==> src/rtl/rsc_pkg.sv <==
// Shared definitions for the RSC frame encoder: FSM state codes, default
// generator polynomials and the parity-reduction helper.
package rsc_pkg;

  localparam logic [1:0] ST_IDLE = 2'd0;
  localparam logic [1:0] ST_DATA = 2'd1;
  localparam logic [1:0] ST_TAIL = 2'd2;

  localparam logic [3:0] RSC_G_FB_DEF = 4'b1101;
  localparam logic [3:0] RSC_G_FF_DEF = 4'b1011;

  // Widest polynomial is MEM=6, i.e. 7 taps; callers zero-extend to 8 bits.
  function automatic logic parity_reduce(input logic [7:0] v);
    return ^v;
  endfunction

endpackage

==> src/rtl/rsc_frame_encoder_if.sv <==
// Data-in / code-pair-out handshake bundle of the RSC frame encoder.
// out_par_keep exists only when RSC_PUNCTURE_EN is defined.
interface rsc_frame_encoder_if;

  logic start;
  logic in_valid;
  logic in_ready;
  logic in_bit;
  logic out_valid;
  logic out_ready;
  logic out_sys;
  logic out_par;
  logic out_tail;
  logic out_last;
`ifdef RSC_PUNCTURE_EN
  logic out_par_keep;
`endif

  modport slave (
    input  start,
    input  in_valid,
    input  in_bit,
    input  out_ready,
    output in_ready,
    output out_valid,
    output out_sys,
    output out_par,
    output out_tail,
    output out_last
`ifdef RSC_PUNCTURE_EN
    , output out_par_keep
`endif
  );

  modport master (
    output start,
    output in_valid,
    output in_bit,
    output out_ready,
    input  in_ready,
    input  out_valid,
    input  out_sys,
    input  out_par,
    input  out_tail,
    input  out_last
`ifdef RSC_PUNCTURE_EN
    , input out_par_keep
`endif
  );

endinterface

==> src/rtl/rsc_core.sv <==
// Recursive systematic convolutional core: feedback/parity taps and the
// MEM-stage shift register, advanced only on an accepted step.
module rsc_core
  import rsc_pkg::*;
#(
  parameter int             MEM  = 3,
  parameter logic [MEM:0]   G_FB = (MEM+1)'(RSC_G_FB_DEF),
  parameter logic [MEM:0]   G_FF = (MEM+1)'(RSC_G_FF_DEF)
) (
  input  logic           clk,
  input  logic           clr,
  input  logic           step_i,
  input  logic           tail_i,
  input  logic           in_bit_i,
  output logic           sys_o,
  output logic           par_o,
  output logic [MEM-1:0] q_o
);

  logic [MEM-1:0] r_q;
  logic [MEM-1:0] r_d;
  logic [MEM:0]   taps;
  logic           fb;
  logic           u;
  logic           a;

  // taps[k] is r[k]; r[1] is the newest stage, held in the MSB of r_q.
  always_comb begin
    taps = '0;
    for (int k = 1; k <= MEM; k++) begin
      taps[k] = r_q[MEM-k];
    end
    fb    = parity_reduce(8'(G_FB & taps));
    u     = tail_i ? fb : in_bit_i;
    a     = u ^ fb;
    par_o = (G_FF[0] & a) ^ parity_reduce(8'(G_FF & taps));
    sys_o = u;
    r_d   = {a, r_q[MEM-1:1]};
  end

  always_ff @(posedge clk) begin
    if (clr) begin
      r_q <= '0;
    end else if (step_i) begin
      r_q <= r_d;
    end
  end

  assign q_o = r_q;

endmodule

==> src/rtl/rsc_frame_encoder.sv <==
// Frame-level RSC encoder: IDLE/DATA/TAIL sequencing, trellis termination and
// a one-deep registered output stage. Optional RSC_PUNCTURE_EN adds out_par_keep.
module rsc_frame_encoder
  import rsc_pkg::*;
#(
  parameter int           MEM       = 3,
  parameter logic [MEM:0] G_FB      = (MEM+1)'(RSC_G_FB_DEF),
  parameter logic [MEM:0] G_FF      = (MEM+1)'(RSC_G_FF_DEF),
  parameter int           FRAME_LEN = 40
) (
  input  logic                  clk,
  input  logic                  clr,
  rsc_frame_encoder_if.slave    bus,
  output logic                  busy,
  output logic [MEM-1:0]        Q
);

  localparam int DCW = $clog2(FRAME_LEN + 1);
  localparam int TCW = $clog2(MEM + 1);

  logic [1:0]     state_q, state_d;
  logic [DCW-1:0] dcnt_q, dcnt_d;
  logic [TCW-1:0] tcnt_q, tcnt_d;
  logic           out_valid_q, out_valid_d;
  logic           out_sys_q, out_sys_d;
  logic           out_par_q, out_par_d;
  logic           out_tail_q, out_tail_d;
  logic           out_last_q, out_last_d;
`ifdef RSC_PUNCTURE_EN
  logic           keep_q, keep_d;
`endif

  logic can_load;
  logic data_step;
  logic tail_step;
  logic step;
  logic last_tail;
  logic core_sys;
  logic core_par;

  rsc_core #(
    .MEM  (MEM),
    .G_FB (G_FB),
    .G_FF (G_FF)
  ) u_core (
    .clk      (clk),
    .clr      (clr),
    .step_i   (step),
    .tail_i   (state_q == ST_TAIL),
    .in_bit_i (bus.in_bit),
    .sys_o    (core_sys),
    .par_o    (core_par),
    .q_o      (Q)
  );

  // A new pair may be produced whenever the output slot is empty or draining.
  always_comb begin
    can_load  = !out_valid_q || bus.out_ready;
    data_step = (state_q == ST_DATA) && bus.in_valid && can_load;
    tail_step = (state_q == ST_TAIL) && can_load;
    step      = data_step || tail_step;
    last_tail = tail_step && (tcnt_q == TCW'(MEM - 1));
  end

  always_comb begin
    state_d = state_q;
    dcnt_d  = dcnt_q;
    tcnt_d  = tcnt_q;
    case (state_q)
      ST_IDLE: begin
        if (bus.start) begin
          state_d = ST_DATA;
          dcnt_d  = '0;
        end
      end
      ST_DATA: begin
        if (data_step) begin
          dcnt_d = dcnt_q + DCW'(1);
          if (dcnt_q == DCW'(FRAME_LEN - 1)) begin
            state_d = ST_TAIL;
            tcnt_d  = '0;
          end
        end
      end
      ST_TAIL: begin
        if (tail_step) begin
          tcnt_d = tcnt_q + TCW'(1);
          if (last_tail) begin
            state_d = ST_IDLE;
          end
        end
      end
      default: state_d = ST_IDLE;
    endcase
  end

  // Output slot: load on every step, otherwise empty once the pair is taken.
  always_comb begin
    out_valid_d = out_valid_q;
    out_sys_d   = out_sys_q;
    out_par_d   = out_par_q;
    out_tail_d  = out_tail_q;
    out_last_d  = out_last_q;
`ifdef RSC_PUNCTURE_EN
    keep_d      = keep_q;
`endif
    if (step) begin
      out_valid_d = 1'b1;
      out_sys_d   = core_sys;
      out_par_d   = core_par;
      out_tail_d  = tail_step;
      out_last_d  = last_tail;
`ifdef RSC_PUNCTURE_EN
      keep_d      = tail_step | ~dcnt_q[0];
`endif
    end else if (bus.out_ready) begin
      out_valid_d = 1'b0;
    end
  end

  always_ff @(posedge clk) begin
    if (clr) begin
      state_q     <= ST_IDLE;
      dcnt_q      <= '0;
      tcnt_q      <= '0;
      out_valid_q <= 1'b0;
      out_sys_q   <= 1'b0;
      out_par_q   <= 1'b0;
      out_tail_q  <= 1'b0;
      out_last_q  <= 1'b0;
`ifdef RSC_PUNCTURE_EN
      keep_q      <= 1'b0;
`endif
    end else begin
      state_q     <= state_d;
      dcnt_q      <= dcnt_d;
      tcnt_q      <= tcnt_d;
      out_valid_q <= out_valid_d;
      out_sys_q   <= out_sys_d;
      out_par_q   <= out_par_d;
      out_tail_q  <= out_tail_d;
      out_last_q  <= out_last_d;
`ifdef RSC_PUNCTURE_EN
      keep_q      <= keep_d;
`endif
    end
  end

  assign bus.in_ready  = (state_q == ST_DATA) && can_load;
  assign bus.out_valid = out_valid_q;
  assign bus.out_sys   = out_sys_q;
  assign bus.out_par   = out_par_q;
  assign bus.out_tail  = out_tail_q;
  assign bus.out_last  = out_last_q;
`ifdef RSC_PUNCTURE_EN
  assign bus.out_par_keep = keep_q;
`endif
  assign busy          = (state_q != ST_IDLE);

endmodule

==> src/flat_wrapper.sv <==
// flat-port wrapper written by rule: the top's interface ports become plain ports
module rsc_frame_encoder_flat import rsc_pkg::*;
#(
  parameter int           MEM       = 3,
  parameter logic [MEM:0] G_FB      = (MEM+1)'(RSC_G_FB_DEF),
  parameter logic [MEM:0] G_FF      = (MEM+1)'(RSC_G_FF_DEF),
  parameter int           FRAME_LEN = 40
)
  (clk, clr, busy, Q, bus_start, bus_in_valid, bus_in_bit, bus_out_ready, bus_in_ready, bus_out_valid, bus_out_sys, bus_out_par, bus_out_tail, bus_out_last);
  rsc_frame_encoder_if bus_i ();
  input  logic clk;
  input  logic clr;
  output logic busy;
  output logic [MEM-1:0] Q;
  input wire logic [$bits(bus_i.start)-1:0] bus_start;
  input wire logic [$bits(bus_i.in_valid)-1:0] bus_in_valid;
  input wire logic [$bits(bus_i.in_bit)-1:0] bus_in_bit;
  input wire logic [$bits(bus_i.out_ready)-1:0] bus_out_ready;
  output wire logic [$bits(bus_i.in_ready)-1:0] bus_in_ready;
  output wire logic [$bits(bus_i.out_valid)-1:0] bus_out_valid;
  output wire logic [$bits(bus_i.out_sys)-1:0] bus_out_sys;
  output wire logic [$bits(bus_i.out_par)-1:0] bus_out_par;
  output wire logic [$bits(bus_i.out_tail)-1:0] bus_out_tail;
  output wire logic [$bits(bus_i.out_last)-1:0] bus_out_last;
  assign bus_i.start = bus_start;
  assign bus_i.in_valid = bus_in_valid;
  assign bus_i.in_bit = bus_in_bit;
  assign bus_i.out_ready = bus_out_ready;
  assign bus_in_ready = bus_i.in_ready;
  assign bus_out_valid = bus_i.out_valid;
  assign bus_out_sys = bus_i.out_sys;
  assign bus_out_par = bus_i.out_par;
  assign bus_out_tail = bus_i.out_tail;
  assign bus_out_last = bus_i.out_last;
  rsc_frame_encoder #(.MEM(MEM), .G_FB(G_FB), .G_FF(G_FF), .FRAME_LEN(FRAME_LEN)) u_core (.clk(clk), .clr(clr), .bus(bus_i), .busy(busy), .Q(Q));
endmodule
==> config.mk <==
export PLATFORM = sky130hd
export DESIGN_NAME = rsc_frame_encoder_flat
export DESIGN_NICKNAME = d
export VERILOG_FILES = /design/src/rtl/rsc_pkg.sv /design/src/rtl/rsc_frame_encoder_if.sv /design/src/rtl/rsc_core.sv /design/src/rtl/rsc_frame_encoder.sv /design/src/flat_wrapper.sv
export SDC_FILE = /design/constraint.sdc
export NUM_CORES = 1
export LEC_CHECK = 0
export ABC_AREA = 1
export CORE_AREA = 2 2 47 49
export CTS_BUF_LIST = sky130_fd_sc_hd__clkbuf_4 sky130_fd_sc_hd__clkbuf_8
export CTS_CLUSTER_DIAMETER = 50
export CTS_CLUSTER_SIZE = 8
export DETAILED_ROUTE_END_ITERATION = 6
export DIE_AREA = 0 0 49 51
export PLACE_DENSITY_LB_ADDON = 0.2
export SLEW_MARGIN = 20
export SYNTH_ARGS = -nofsm -noshare
export SYNTH_HDL_FRONTEND = slang
export SYNTH_SLANG_ARGS = --single-unit
export TNS_END_PERCENT = 5
==> constraint.sdc <==
create_clock -name clk -period 1.57 [get_ports clk]
set_input_delay 0.471 -clock clk [delete_from_list [all_inputs] [get_ports clk]]
set_output_delay 0.471 -clock clk [all_outputs]
set_load 0.01 [all_outputs]
=== Word-level counts from Yosys, hierarchy flattened ===
Cells that the tools add are included.

* Register bits after elaboration: 18
* Bits of input ports: 6
* Word-level logic and storage cells: 56
* Output and inout bits: 10

* Reduce and logical (&&, ||, !) cells: 18
* $add $sub $neg: 2
* Muxes and demuxes: 16
* Equal/unequal tests: 9
* Bitwise operators: 2

{| class="wikitable"
|+ Operators by type and width
! kind !! count
|-
| two-way mux 2 bit || 8
|-
| parity 8 bit || 2
|-
| two-way mux 6 bit || 2
|-
| case mux 6 bit (2 select lines) || 1
|-
| inequality test 2 x 1 -> 1 bit, second input constant || 4
|-
| nonzero test 2 bit || 4
|-
| adder 6 x 1 -> 6 bit, second input constant || 1
|-
| == test 6 bit, second input constant || 1
|-
| case mux 2 bit (3 select lines) || 1
|-
| logical AND 1 bit || 5
|-
| AND reduction 5 bit || 1
|-
| == test 2 bit, second input constant || 2
|-
| case mux 2 bit (2 select lines) || 1
|-
| AND reduction 4 bit || 1
|-
| two-way mux 1 bit || 3
|-
| AND reduction 3 bit || 1
|-
| adder 2 x 1 -> 2 bit, second input constant || 1
|-
| == test 2 x 1 -> 1 bit, second input constant || 1
|-
| logical NOT 2 bit || 1
|-
| logical OR 1 bit || 2
|-
| inequality test 2 bit, second input constant || 1
|-
| bitwise XOR 1 bit || 2
|-
| logical NOT 1 bit || 1
|}

=== Depth between registers and ports, before layout ===
Gate-level depths: netlist (run 1).

* Word-level depth: 7
* Mapped depth: 9
* Mapped depth without buffers: 9

=== By module ===
From an unflattened synthesis (run 1), not the netlist that was laid out.

* Cells, all modules: 147
* Area, all modules: 957.2 um2

{| class="wikitable"
|+ By module, submodules not included
! module !! cells an instance !! area each (um2) !! instances !! sequential area each (um2)
|-
| rsc_frame_encoder || 117 || 763.2 || 1 || 300.3
|-
| rsc_core || 30 || 193.9 || 1 || 60.1
|}

=== Worst setup path before layout (run 1) ===
OpenSTA, ideal clock, no wires.

* Path type: in2out
* Start: input bus_out_ready
* End: output bus_in_ready
* Setup slack: 0.223 ns
* Cell stages on the path: 4
* Data required time: 1.099 ns
* Buffers on the path: 0
* Arrival: 0.876 ns
* Path through: inv_1 > nand2_1 > inv_1 > nor2_1

* Cells in the longest elaborated chain, start to end: 2

{| class="wikitable"
|+ Ends and longest elaborated chain
! what !! RTL line !! source
|-
| from (decl) || flat_wrapper.sv:18 || <nowiki>input wire logic [$bits(bus_i.out_ready)-1:0] bus_out_ready;</nowiki>
|-
| logical OR 1 bit || rsc_frame_encoder.sv:58 || <nowiki>can_load = !out_valid_q || bus.out_ready;</nowiki>
|-
| logical AND 1 bit || rsc_frame_encoder.sv:149 || <nowiki>assign bus.in_ready = (state_q == ST_DATA) && can_load;</nowiki>
|-
| to (decl) || flat_wrapper.sv:19 || <nowiki>output wire logic [$bits(bus_i.in_ready)-1:0] bus_in_ready;</nowiki>
|}

No other way between the ends.

=== Worst setup path in the final report (run 1) ===
* Start: register u_core.state_q[0]
* End: output bus_in_ready

* Cells in the longest elaborated chain, start to end: 2

{| class="wikitable"
|+ Ends and longest elaborated chain
! what !! RTL line !! source
|-
| from (decl) || rsc_frame_encoder.sv:21 || <nowiki>logic [1:0] state_q, state_d;</nowiki>
|-
| from (signal assigned) || rsc_frame_encoder.sv:135 || <nowiki>state_q <= state_d;</nowiki>
|-
| == test 2 x 1 -> 1 bit || rsc_frame_encoder.sv:149 ||
|-
| logical AND 1 bit || rsc_frame_encoder.sv:149 ||
|}

No other way between the ends.

==> summary.md, run 1 <==
| Metric | Value |
|---|---|
| Switching Fraction | about a quarter |
| Antenna Cells | 0 |
| Yosys cell types | 21 |
| Synth area leader | dfxtp_1 |
| Final HPWL DP | around 1500 um |
| Vias/cell | approximately 4.8 |
| Final worst slack | 33.8 ps |
| RSZ-0062 raised after global routing | true |
| Post-CTS setup buffers | 0 |
| Share of layout cells above drive strength 1 | 26.1% |
| Io pins | 16 |
| Hold_ws | 468 ps |
| Clock power frac | 31.2% |
| First-pass GRT wire length | 3460 um |
| Critical-path top delay cell | dfxtp_2 |
| Flop pwr share | between 50% and 60% |
| Antenna-violating nets left | 0 |
| Worst slew margin | 88.2% |
| Syn nets | approximately 140 |
| VDD IR max | roughly 0.5 mV |
| Buffers on Ports | 15 |
| Number of flops mapped to enable cells by yosys | 0 |
| Design area | 0.00122 mm^2 |
| Final period util | between 90% and 100% |
| Post-Route Skew | 1.87 ps |
| Crit end category | primary output |
| Total of warnings raised by yosys | 0 |
| CTS tree | built |
| Final number of hold-violating endpoints | 0 |
| F_max | 651 MHz |
| R2R cell count | 7 |
| WP data required | about 1100 ps |
| Largest net degree at the start of global routing | 11 |
| Synth-to-layout area growth | 32.2% |
| Post-synthesis cell count | 131 |
| Ys flop type | dfxtp_1 |
| HP Class | reg -> reg |
| Largest delay share family, worst path | flip-flops |
| Crit start category | register |
| Later-pin clock latency in the skew report | 300 ps |
| Worst r2r dst | u_core.tcnt_q[0] |
| Post-route total power | 929 uW |
| CP bufs+invs | 3 |
| Initial Util | 44.8% |
| Least-Margin Pin Slew | ~180 ps |
| WL per Instance | 10.3 um |
| Most frequent cells in the layout | 29 x nand2_1, 15 x nor2_1, 15 x dfxtp_1 |
| Nets | 170 |
| Post-synth top area share | 39.0% |
| Pwr Density | around 760 mW/mm^2 |
| Internal Power | 684 uW |
| Pre-antenna DRT Iters | 3 |
| Core area | 0.00206 mm^2 |
| # rows | 17 |
| CTS H-tree lvls | 1 |
| Die Y | around 50 um |
| Global Route Usage Sum | about 18% |
| Synth top area cells | dfxtp_1 39%, nand2_1 13%, a21oi_1 6.5% |
| Wirelength, routed | 1940 um |
| DRC errors left | 0 |
| Most common cell after layout, fill and taps aside | nand2_1 |
| Worst setup startpoint | u_core.state_q[0] |
| Die area | around 0.0025 mm^2 |
| Mean Syn Cell Area | between 7 and 8 um^2 |
| Placed Area | 0.00120 mm^2 |
| Root Buffer | clkbuf_4 |
| FFs w/ async S/R, synth | 0% |
| Status | completed |
| CTS sink count | 18 |
| Cell Area, Synth | 925 um^2 |
| # setup viols final | 0 |
| #FFs+latches synth | 18 |
| Initial antenna violation count | 0 |
| Die W | 49 um |
| Via count | 898 |
| Crit Reg-Reg Startpoint | u_core.dcnt_q[0] |
| Initial DRC Count | 14 |
| Setup Total Neg Slack | 0 ps |
| Max Slew Vio Count | 0 |
| Seq/Total Area, Yosys | between 30% and 40% |
| Logic pwr share | 16.9% |
| Crit path to | bus_in_ready |
| Max-cap viol count | 0 |
| Placer Congestion | about 0.82 |
| Critical path cell sequence | inv_2 -> nor2_4 -> inv_2 -> nor2_2 -> buf_2 |
| Gr ovfl total | 0 |
| Worst slack at placement | -660 ps |
| Max Fanout on Critical Path | 2 |
| R2r setup slk | 170 ps |
| Clock Path Buffers | 2 |
| Leakage | around 0.0006 uW |
| WP data arrival | 1070 ps |
| Slowest stage delay, CP | 350 ps |
| Net Switching | 245 uW |
| Clk slew on worst S/H paths | 100 ps |
| CP dominant cell by count | inv_2 |
| WS Path Type | reg -> out |
| WP depth | 5 |
| TritonCTS buffer count | 3 |
| Minimum clock period | 1540 ps |
| Vias in the first global route | 862 |
## cells in the mapped netlist, types with 3 or more instances
cell type and count:
o21ai_1 7, inv_2 6, xor2_1 4, dfxtp_1 18, nand3_1 6, nor2_1 16
nand2_2 3, a21oi_1 12, nand2_1 31, inv_1 13
## how the worst min path moves through the flow
stage                         from                   to  slack (ps)  depth (start not counted)
2_1_floorplan     u_core.dcnt_q[5]     u_core.dcnt_q[5]         460                          2
3_5_place_dp   u_core.bus.out_last  u_core.bus.out_last         460                          2
4_1_cts        u_core.bus.out_last  u_core.bus.out_last         470                          2
5_1_grt        u_core.bus.out_last  u_core.bus.out_last         490                          2
3_3_place_gp   u_core.bus.out_last  u_core.bus.out_last         460                          2
6_report       u_core.bus.out_last  u_core.bus.out_last         470                          2
## layer usage
metal | up-vias | track usage, % | part of all wire [%]
met5 | - | 0 | 0
met4 | 0 | 8.57 | 2.2
met3 | 5 | 3.80 | 2.3
met2 | 8 | 34.0 | 51
met1 | 413 | 18.7 | 44
li1 | 472 | - | -
## flip-flops by register name, summed over array words and instances, names as in the netlist
name,cells
u_core.dcnt_q,6
u_core.u_core.q_o,3
u_core.state_q,2
u_core.tcnt_q,2
u_core.bus.out_last,1
u_core.bus.out_par,1
u_core.bus.out_sys,1
u_core.bus.out_tail,1
u_core.bus.out_valid,1
## cell families (layout without fill, tap and decap cells)
| group | count (synthesis) | after routing | share of synthesized area [%] |
|---|---|---|---|
| compound gates | 19 | 19 | 10.3 |
| xor+xnor | 5 | 5 | 4.74 |
| fa+ha+maj | 2 | 2 | 2.71 |
| buf+inv | 20 | 50 | 8.12 |
| flops | 18 | 18 | 39.0 |
| simple gates | 67 | 67 | 35.2 |
## cell type report
class	instances	area (um^2)
repair buffers	27	219
flip-flops and latches	18	364
well taps	28	35.0
inverters	19	71.3
multi-input cells	93	497
fillers	214	841
clock buffers	4	36.3
## tightest hold or removal path, stage by stage, from the launching register on
cell	delay, ps
dfxtp_1	320
nand2_1	60
a21oi_1	50
## stage by stage
stage          util (%)  instances
2_1_floorplan         -        131
3_3_place_gp       58.0        185
3_5_place_dp       58.0        185
4_1_cts            59.1        189
5_1_grt            59.2        189
6_report           59.2        189
## power groups by stage
stage,combinational [uW],clock [uW],sequential [uW]
final,157,289,483
after global routing,173,318,485
after CTS,158,303,483
after detailed placement,166,0,492
after global placement,164,0,491
after floorplan,82.7,0,497
## what timing repair did
action	CTS	global route
gates resized for setup	24	1
setup endpoints to repair	10	2
pin swaps	1	1
hold buffers	0	0
No activity file was read; power rests on OpenSTA's default activity.
==> inputs of run 2 (changes only) <==
--- a/config.mk
+++ b/config.mk
@@ -13,6 +13,7 @@
 export DETAILED_ROUTE_END_ITERATION = 6
 export DIE_AREA = 0 0 49 51
 export PLACE_DENSITY_LB_ADDON = 0.2
+export SETUP_SLACK_MARGIN = 0.02
 export SLEW_MARGIN = 20
 export SYNTH_ARGS = -nofsm -noshare
 export SYNTH_HDL_FRONTEND = slang
==> results of run 2 <==
The final DEF is identical to that of run 1; final timing and power are the same.
==> inputs of run 3 (changes only) <==
--- a/config.mk
+++ b/config.mk
@@ -12,6 +12,7 @@
 export CTS_CLUSTER_SIZE = 8
 export DETAILED_ROUTE_END_ITERATION = 6
 export DIE_AREA = 0 0 49 51
+export HOLD_SLACK_MARGIN = 0.03
 export PLACE_DENSITY_LB_ADDON = 0.2
 export SETUP_SLACK_MARGIN = 0.02
 export SLEW_MARGIN = 20
==> constraint.sdc (replaced) <==
create_clock -name clk -period 2 [get_ports clk]
set_input_delay 0.6 -clock clk [delete_from_list [all_inputs] [get_ports clk]]
set_output_delay 0.6 -clock clk [all_outputs]
set_load 0.01 [all_outputs]
==> summary.md, run 3 (synthesized netlist as in run 1, its figures left out) <==
| Metric | Value |
|---|---|
| Post-Route Skew | between 3 and 4 ps |
| Status | completed |
| Antenna Cells | 0 |
| Buffers on Ports | 15 |
| # rows | 17 |
| Pre-antenna DRT Iters | 4 |
| VDD IR max | slightly above 0.4 mV |
| Filler instances | 204 |
| GR Util met3 | between 3 and 4% |
| RSZ-0062 raised after global routing | false |
| WL per Instance | 10.1 um |
| Vias/cell | 4.60 |
| Initial antenna violation count | 0 |
| Antenna-violating nets left | 0 |
| WS Path Type | reg -> out |
| Design area | 0.00118 mm^2 |
| Io pins | 16 |
| Die W | 49 um |
| Core area | 0.00206 mm^2 |
| Via count | 842 |
| Clock Path Buffers | 2 |
| Max Slew Vio Count | 0 |
| Internal Power | between 400 and 500 uW |
| Most frequent cells in the layout | 31 x nand2_1, 17 x dfxtp_1, 16 x nor2_1 |
| CTS sink count | 18 |
| WP data required | ~1400 ps |
| Share of layout cells above drive strength 1 | approximately 18% |
| Die Y | between 50 and 60 um |
| Crit end category | primary output |
| Clock power frac | approximately a quarter |
| Least-Margin Pin Slew | 207 ps |
| Crit start category | register |
| Final number of hold-violating endpoints | 0 |
| CTS tree | built |
| Wirelength, routed | about 1900 um |
| Logic pwr share | between 15 and 20% |
| Flop pwr share | 56.1% |
| DRC errors left | 0 |
| Top reg by flops | u_core.dcnt_q |
| Pwr Density | between 500 and 600 mW/mm^2 |
| Switching Fraction | a little over a quarter |
| F_max | 521 MHz |
| Synth-to-layout area growth | 27.5% |
| Leakage | 0.000532 uW |
| Hold_ws | between 400 and 500 ps |
| Met1 usage | approximately a fifth |
| Final period util | 96.1% |
| Die area | 0.00250 mm^2 |
| R2r setup slk | 460 ps |
| Placer Congestion | 0.768 |
| Crit path to | busy |
| # setup viols final | 0 |
| Root Buffer | clkbuf_4 |
| Later-pin clock latency in the skew report | 290 ps |
| Worst r2r dst | u_core.bus.out_par |
| Clk slew on worst S/H paths | around 100 ps |
| CTS H-tree lvls | 1 |
| GRT Max-Usage Layer | met2 |
| Worst slew margin | 86.2% |
| WP data arrival | roughly 1300 ps |
| Largest net degree at the start of global routing | 11 |
| Crit Reg-Reg Startpoint | u_core.bus.out_valid |
| Nets | 165 |
| Max FFs per register | 6 |
| Gr ovfl total | 0 |
| Vias in the first global route | between 800 and 900 |
| HP Class | reg -> reg |
| Global Route Usage Sum | between 10% and 20% |
| Net Switching | 180 uW |
| Most common cell after layout, fill and taps aside | nand2_1 |
| Placed Area | 0.00114 mm^2 |
| Initial Util | between 40 and 50% |
| Max Fanout on Critical Path | 3 |
| First-pass GRT wire length | 3370 um |
| R2R cell count | 11 |
| Initial DRC Count | 19 |
| Final HPWL DP | 1380 um |
| Post-CTS Hold Buffers | 0 |
| Grt met2 use | 32.2% |
| Minimum clock period | about 1900 ps |
| TritonCTS buffer count | 3 |
| Worst setup startpoint | u_core.state_q[1] |
| Max-cap viol count | 0 |
[run 3: timing repair]
action	in CTS	in global routing
setup buffers	3	0
setup endpoints to repair	2	1
pin swaps	1	0
gates cloned	0	0
gates resized for setup	6	1
[run 3: worst min path at each step]
stage,end,start,slack (ps),depth (start not counted)
4_1_cts,u_core.bus.out_last,u_core.bus.out_last,480,2
3_3_place_gp,u_core.bus.out_last,u_core.bus.out_last,460,2
3_5_place_dp,u_core.bus.out_tail,u_core.bus.out_tail,460,2
2_1_floorplan,u_core.dcnt_q[5],u_core.dcnt_q[5],460,2
6_report,u_core.bus.out_last,u_core.bus.out_last,470,2
5_1_grt,u_core.bus.out_last,u_core.bus.out_last,490,2
[run 3: layout make-up]
| type | count | area (um^2) | area share [%] |
|---|---|---|---|
| clock buffers | 3 | 22.5 | 1.91 |
| repair buffers | 22 | 196 | 16.7 |
| inverters | 19 | 71.3 | 6.05 |
| flip-flops and latches | 18 | 364 | 30.9 |
| multi-input cells | 93 | 489 | 41.5 |
| well taps | 28 | 35.0 | 2.97 |
[run 3: power by group through the flow]
| stage | Combinational (uW) | Sequential (uW) | Clock, uW |
|---|---|---|---|
| final | 118 | 378 | 177 |
| after global routing | 132 | 380 | 195 |
| after CTS | 119 | 379 | 186 |
| after detailed placement | 119 | 388 | 0 |
| after global placement | 117 | 387 | 0 |
| after floorplan | 64.9 | 390 | 0 |
[run 3: metal layers]
layer / routed length, um / vias up
li1: - / 459
met1: 857 / 372
met2: 935 / 9
met3: 41 / 2
met4: 17 / 0
met5: 0 / -
[run 3: critical path: stages (launching register included)]
cell and delay (ps):
dfxtp_4 380, inv_1 70, nand2_1 60, clkdlybuf4s50_1 530
[run 3: per-stage QoR]
step / power (uW) / setup WS [ps] / instances / TNS [ps] / utilization [%]
after global placement: 504 / -488 / 177 / -488 / 55.1
final: 673 / 78.9 / 183 / 0 / 57.1
after global routing: 707 / 34.0 / 183 / 0 / 57.1
after CTS: 685 / 46.8 / 183 / 0 / 57.0
after detailed placement: 506 / -495 / 177 / -495 / 55.1
after floorplan: 455 / 395 / 131 / 0 / -
